File: config.mk
export PLATFORM = sky130hd
export DESIGN_NAME = shift_add_mult_seq
export DESIGN_NICKNAME = d
export VERILOG_FILES = /design/src/rtl/shift_add_mult_seq.sv
export SDC_FILE = /design/constraint.sdc
export NUM_CORES = 1
export LEC_CHECK = 0
export ABC_AREA = 1
export CAP_MARGIN = 15
export CORE_MARGIN = 2
export CORE_UTILIZATION = 41
export CTS_BUF_LIST = sky130_fd_sc_hd__clkbuf_16
export DETAILED_ROUTE_END_ITERATION = 16
export GPL_TIMING_DRIVEN = 0
export MAX_ROUTING_LAYER = met4
export PLACE_DENSITY = 0.76
export REMOVE_ABC_BUFFERS = 1
export SLEW_MARGIN = 20
export SYNTH_ARGS = -nofsm -noshare
export SYNTH_HDL_FRONTEND = slang
export SYNTH_SLANG_ARGS = --single-unit
File: constraint.sdc
create_clock -name clk -period 1.5 [get_ports clk]
set_input_delay 0.15 -clock clk [delete_from_list [all_inputs] [get_ports clk]]
set_output_delay 0.15 -clock clk [all_outputs]
set_load 0.005 [all_outputs]
File: src/rtl/shift_add_mult_seq.sv
// Sequential unsigned shift-and-add multiplier controller.
// Drives an external registered adder and accumulates its sum as the partial product.
module shift_add_mult_seq #(
   parameter int WIDTH = 8,
   parameter int ACC_W = 2*WIDTH+1
) (
   input  logic               clk,
   input  logic               reset,
   input  logic               start,
   input  logic [WIDTH-1:0]   multiplicand,
   input  logic [WIDTH-1:0]   multiplier,
   output logic               busy,
   output logic               done,
   output logic [2*WIDTH-1:0] product,
   output logic [ACC_W-1:0]   add_a,
   output logic [ACC_W-1:0]   add_b,
   output logic               add_cin,
   output logic               add_en,
   input  logic [ACC_W-1:0]   add_q
);

   localparam int IDX_W = (WIDTH > 1) ? $clog2(WIDTH) : 1;

   typedef enum logic [1:0] {S_IDLE, S_SCAN, S_WAIT, S_DONE} state_t;

   state_t               state_q, state_d;
   logic [WIDTH-1:0]     m_q, m_d;
   logic [WIDTH-1:0]     n_q, n_d;
   logic [ACC_W-1:0]     p_q, p_d;
   logic [IDX_W-1:0]     idx_q, idx_d;
   logic [2*WIDTH-1:0]   prod_q, prod_d;
   logic                 done_q, done_d;
   logic                 bit_set;
   logic                 last_idx;
   logic [ACC_W-1:0]     m_ext;

   assign bit_set  = n_q[idx_q];
   assign last_idx = (idx_q == IDX_W'(WIDTH-1));
   assign m_ext    = {{(ACC_W-WIDTH){1'b0}}, m_q};

   always_ff @(posedge clk) begin
      if (reset) begin
         state_q <= S_IDLE;
         m_q     <= '0;
         n_q     <= '0;
         p_q     <= '0;
         idx_q   <= '0;
         prod_q  <= '0;
         done_q  <= 1'b0;
      end else begin
         state_q <= state_d;
         m_q     <= m_d;
         n_q     <= n_d;
         p_q     <= p_d;
         idx_q   <= idx_d;
         prod_q  <= prod_d;
         done_q  <= done_d;
      end
   end

   always_comb begin
      state_d = state_q;
      unique case (state_q)
         S_IDLE: if (start) state_d = S_SCAN;
         S_SCAN: begin
            if (bit_set)       state_d = S_WAIT;
            else if (last_idx) state_d = S_DONE;
         end
         S_WAIT: state_d = last_idx ? S_DONE : S_SCAN;
         S_DONE: state_d = S_IDLE;
      endcase
   end

   always_comb begin
      m_d    = m_q;
      n_d    = n_q;
      p_d    = p_q;
      idx_d  = idx_q;
      prod_d = prod_q;
      done_d = 1'b0;
      unique case (state_q)
         S_IDLE: begin
            if (start) begin
               m_d   = multiplicand;
               n_d   = multiplier;
               p_d   = '0;
               idx_d = '0;
            end
         end
         S_SCAN: begin
            if (!bit_set && !last_idx) idx_d = idx_q + IDX_W'(1);
         end
         S_WAIT: begin
            p_d = add_q;
            if (!last_idx) idx_d = idx_q + IDX_W'(1);
         end
         S_DONE: begin
            done_d = 1'b1;
            prod_d = p_q[2*WIDTH-1:0];
         end
      endcase
   end

   // Adder operands are only meaningful while scanning/waiting; zero otherwise.
   always_comb begin
      busy   = 1'b0;
      add_en = 1'b0;
      add_a  = '0;
      add_b  = '0;
      unique case (state_q)
         S_IDLE: ;
         S_SCAN: begin
            busy   = 1'b1;
            add_en = bit_set;
            add_a  = p_q;
            add_b  = m_ext << idx_q;
         end
         S_WAIT: begin
            busy  = 1'b1;
            add_a = p_q;
            add_b = m_ext << idx_q;
         end
         S_DONE: busy = 1'b1;
      endcase
   end

   assign add_cin = 1'b0;
   assign done    = done_q;
   assign product = prod_q;

   a_no_ovf: assert property (@(posedge clk) disable iff (reset)
      (state_q == S_WAIT) |-> !add_q[ACC_W-1]);

endmodule

Word-level counts from Yosys, hierarchy flattened
Index checks and enable logic that the tools add are counted.
Storage, ports and cells
  output and inout bits: 54
  logic and storage cells: 48
  input bits: 36
  bits in registers: 55
Cells by class
  add/subtract/negate cells: 1
  reductions and logical operators: 12
  shift-type cells: 1
  $lt $le $gt $ge: 1
  eq/ne operators: 8
  muxes and demuxes: 18
Operator list (count)
  2-to-1 mux 17 bit: 3
  one-hot mux 17 bit (2 select lines): 1
  left shift 8 x 3 -> 17 bit: 1
  2-to-1 mux 3 bit: 3
  one-hot mux 3 bit (3 select lines): 1
  2-to-1 mux 2 bit: 4
  one-hot mux 2 bit (4 select lines): 1
  inequality test 2 bit, second input constant: 3
  AND reduction 2 bit: 3
  == test 2 bit, second input constant: 2
  < comparator 3 x 4 -> 1 bit, second input constant: 1
  2-to-1 mux 1 bit: 4
  AND reduction 4 bit: 1
  adder 3 x 1 -> 3 bit, second input constant: 1
  binary-select mux 1 bit (select 3 bit): 1
  == test 3 bit, second input constant: 1
  inequality test 3 bit, second input constant: 1
  nonzero test 3 bit: 1
  OR reduction 3 bit: 1
  == test 2 x 1 -> 1 bit, second input constant: 1
  logical NOT 1 bit: 2
  logical NOT 2 bit: 1
  nonzero test 2 bit: 1
  OR reduction 2 bit: 1
  logical AND 1 bit: 1

Logic depth before layout (Yosys ltp)
  word-level depth: 6
  depth in mapped cells: 10

Worst setup path after synthesis
OpenSTA, ideal clock, no wires.
  path type: register -> register
  start point: register state_q[0]
  end point: register idx_q[2]
  arrival: 1473 ps
  setup slack: -105 ps
  data required time: 1368 ps
  path buffers: 1
  clock period less this slack: 1605 ps
  setup time: 132 ps
  stages on the path, launching flop included: 10
  path through: dfxtp_1 > inv_1 > ha_1 > buf_2 > nand2_1 > nand2_1 > nor3_1 > nand2_2 > nand2_1 > a21oi_1
On the way
  longest elaborated chain between the ends: 3
RTL lines
  from (decl): RTL line 26  | state_t state_q, state_d;
  from (signal assigned): RTL line 51  | state_q <= state_d;
  == test 2 x 1 -> 1 bit, or another cell as far along: RTL line 81  | unique case (state_q)
  inequality test 2 bit (no line) or nonzero test 3 bit (tied branches)
  AND reduction 4 bit (no line)
  to (signal assigned): RTL line 55  | idx_q <= idx_d;
  to (decl): RTL line 30  | logic [IDX_W-1:0] idx_q, idx_d;
Several ways; a longest one is shown, not always the timed one.
A chain may end at the register's enable or synchronous reset.

Final worst setup path
  start point: register state_q[1]
  end point: output port add_b[8]
On the way
  longest elaborated chain between the ends: 3
RTL lines
  == test 2 x 1 -> 1 bit or == test 2 bit (tied branches): RTL line 110  | unique case (state_q)
  OR reduction 2 bit (no line) (*)
  2-to-1 mux 17 bit (*)
  to (decl): RTL line 16  | output logic [ACC_W-1:0] add_b,
Every way passes the cells marked *; elsewhere a longest branch is shown, timed or not.

==> out/summary.txt <==
Outcome: finished, violations left
Failing checks: setup timing
Max Clk Rate: 560 MHz
Total core area: 6310 µm²
Flop-to-flop setup slack: -0.18 ns
Die X: 84.6 µm
Main flop type after synthesis: dfxtp_1
Total chip power: 7.36 mW
Clock Tree Root: clkbuf_16
Final hold viol count: 0
Iteration-0 DRC Markers: 124
Final worst path period share: 1.19
CTS H-tree depth: 2
Kind of critical path: flop to primary output
Starting Density: 0.422
Post-layout util: 0.703
Levels on crit path: 7
Yosys top cell by area: dfxtp_1
N_diodes: 0
Die Y: 84.6 µm
Register area share after synthesis: 0.413
Setup TNS: -5.25 ns
Worst Hold Launch: add_q[2]
Placed Cells: 521
DR WL/cell: 15.9 µm
Synthesized instance count: 383
Vias in the first global route: 2,888
Synth Register Bits: 55
Critical path endpoint category: primary output
Crit. Startpoint: state_q[1]$_SDFFE_PP0P_
Overflow after GRT: 0
Rows: 29
Placed cell area: 3510 µm²
CP Data Arrival Time: 1.63 ns
Final HPWL DP: 4600 µm
Commonest cells post-synth: nand2_1, dfxtp_1, inv_1
Launch point of the worst reg-to-reg path: idx_q[0]$_SDFFE_PP0P_
Endpoint of the worst register-to-register path: idx_q[1]$_SDFFE_PP0P_
First-pass GRT wire length: 13,700 µm
Max-slew violation count: 0
Tmin final: 1.78 ns
Mapped Area: 2670 µm²
Vias per cell: 5.31
Post-synth EDFFs: 0
Worst min-delay path class: input port to flop
Synth-to-Final Area Change: 66.5%
PwrDens: 1660 nW/µm²
Clk_lat worst skew: 0.29 ns
CTS tree: built
DRC viols: 0
GP Congestion: 0.776
Antenna-violating nets left: 0
Worst hold slack: 0.424 ns
MaxCap Viol Count: 0
Worst Reg-to-Reg Cells: 9
# IOs: 90
Largest fanout on the critical path: 5
Final #Nets: 536
Syn Area/Cell: 6.96 µm²
Layout Cells excl Fill: 570
Final clock skew: 0.00734 ns
Pre-CTS WS: -1.24 ns
Share of layout cells above drive strength 1: 0.365
Die area: 7160 µm²
Crit-path cells: inv_6 -> ha_4 -> buf_12 -> buf_8 -> nand2_8 -> o22ai_4 -> buf_2
GRT Total Usage: 0.243
Top-area cell type share of the netlist area: 0.413
Largest buffer count on any clock path: 2
Final setup violating endpoints: 36
Antenna violations before repair: 0
Slowest CP cell: dfxtp_4
Worst slew margin: 0.563
Top post-synthesis cells by area: dfxtp_1, a21oi_1, nand2_1
IO buf count: 86
Clock slew at reported path FFs: 0.07 ns
Largest net degree at the start of global routing: 45
Slew at the pin closest to its max-slew limit: 0.655 ns
Yosys Warn Count: 0
Most numerous cell in the Yosys netlist: nand2_1
Delay of the slowest critical-path stage: 0.38 ns
Clock Sinks: 55
Synth async-reset ratio: 0
CP top delay family: buffers and inverters
CTS Buf Count: 5
Routed wire length: 9070 µm
Startpoint types: flop
Setup ws final: -0.285 ns
Fin area: 4440 µm²
Peak VDD IR: 1.13 mV
Worst EP required: 1.35 ns
RSZ-0062 raised after global routing: true
Setup crit end: add_b[8]
DRT Pass-1 Iters: 4
P_leak: 1.91 nW
Unique cell type count in the Yosys netlist: 23
Worst path bufs/invs: 4
Vias: 3,026
==> worst min-delay path by stage <==
stage	endpoint	slack, ns	cells past startpoint
after floorplan	idx_q[0]$_SDFFE_PP0P_	0.22	1
after global placement	n_q[5]$_SDFFE_PP0P_	0.44	2
after detailed placement	n_q[2]$_SDFFE_PP0P_	0.45	2
after CTS	p_q[7]$_SDFFE_PP0P_	0.42	3
after global routing	p_q[7]$_SDFFE_PP0P_	0.44	3
final	p_q[2]$_SDFFE_PP0P_	0.42	3
==> cells by family after synthesis <==
logic type | after synthesis | synth area share
and+or+nand+nor | 142 | 0.238
AOI/OAI and AO/OA | 96 | 0.185
buffers and inverters | 80 | 0.122
DFF | 55 | 0.413
adders and majority gates | 8 | 0.0375
muxes | 1 | 0.00375
other | 1 | 0.00141
==> repair_timing <==
item | CTS | global route
buffers inserted | 29 | 5
hold buffers | 0 | 0
endpoints found under the hold margin | 0 | 0
setup endpoints to repair | 89 | 71
pin swaps | 30 | 15
resized for setup | 262 | 52
gates cloned | 8 | 0
==> per-layer routing <==
layer | share of wire | vias to the layer above | global-route usage
li1 | - | 1465 | -
met1 | 0.38 | 1415 | 0.290
met2 | 0.53 | 124 | 0.414
met3 | 0.073 | 22 | 0.0403
met4 | 0.024 | 0 | 0.0837
met5 | 0 | - | -
==> registers in the layout, indices dropped and copies added, names as in the netlist <==
name	count
n_q	8
state_q	2
product	16
done	1
p_q	17
m_q	8
idx_q	3
==> power breakdown <==
group	internal [mW]	switching (mW)
logic	1.94	2.22
registers	1.70	0.171
clock network	0.789	0.547
total	4.43	2.93
==> area by class of cell <==
cell class | instances | area [µm²]
inverters | 53 | 225
well taps | 77 | 96.3
repair buffers | 121 | 1120
fillers | 526 | 1870
clock inverters | 3 | 42.5
flip-flops and latches | 55 | 1120
repair inverters | 4 | 30.0
multi-input cells | 252 | 1680
clock buffers | 5 | 125
==> cells in the final DEF, fill, tap and decap left out, types with 4 or more instances in the layout <==
| cell type | n |
|---|---|
| buf_4 | 13 |
| o22ai_2 | 6 |
| nor2_2 | 5 |
| buf_2 | 27 |
| clkinvlp_4 | 7 |
| nand2_1 | 30 |
| nand2_2 | 18 |
| a21oi_1 | 43 |
| inv_1 | 31 |
| inv_2 | 16 |
| buf_6 | 21 |
| nand2_4 | 11 |
| buf_12 | 4 |
| o21ai_0 | 32 |
| o21ai_1 | 5 |
| dfxtp_4 | 4 |
| nand3_1 | 40 |
| clkdlybuf4s50_1 | 51 |
| nand3_2 | 6 |
| dfxtp_1 | 50 |
| nor2_1 | 19 |
| clkbuf_16 | 5 |
| nand2_8 | 5 |
| nor2_4 | 4 |
==> tightest hold or removal path: cells and delay by family <==
| family | cells | cell delay, ns |
|---|---|---|
| buffers and inverters | 1 | 0.39 |
| AO/OA/AOI/OAI | 1 | 0.06 |
| AND/OR/NAND/NOR | 1 | 0.08 |
(Power assumes the default switching activity.)
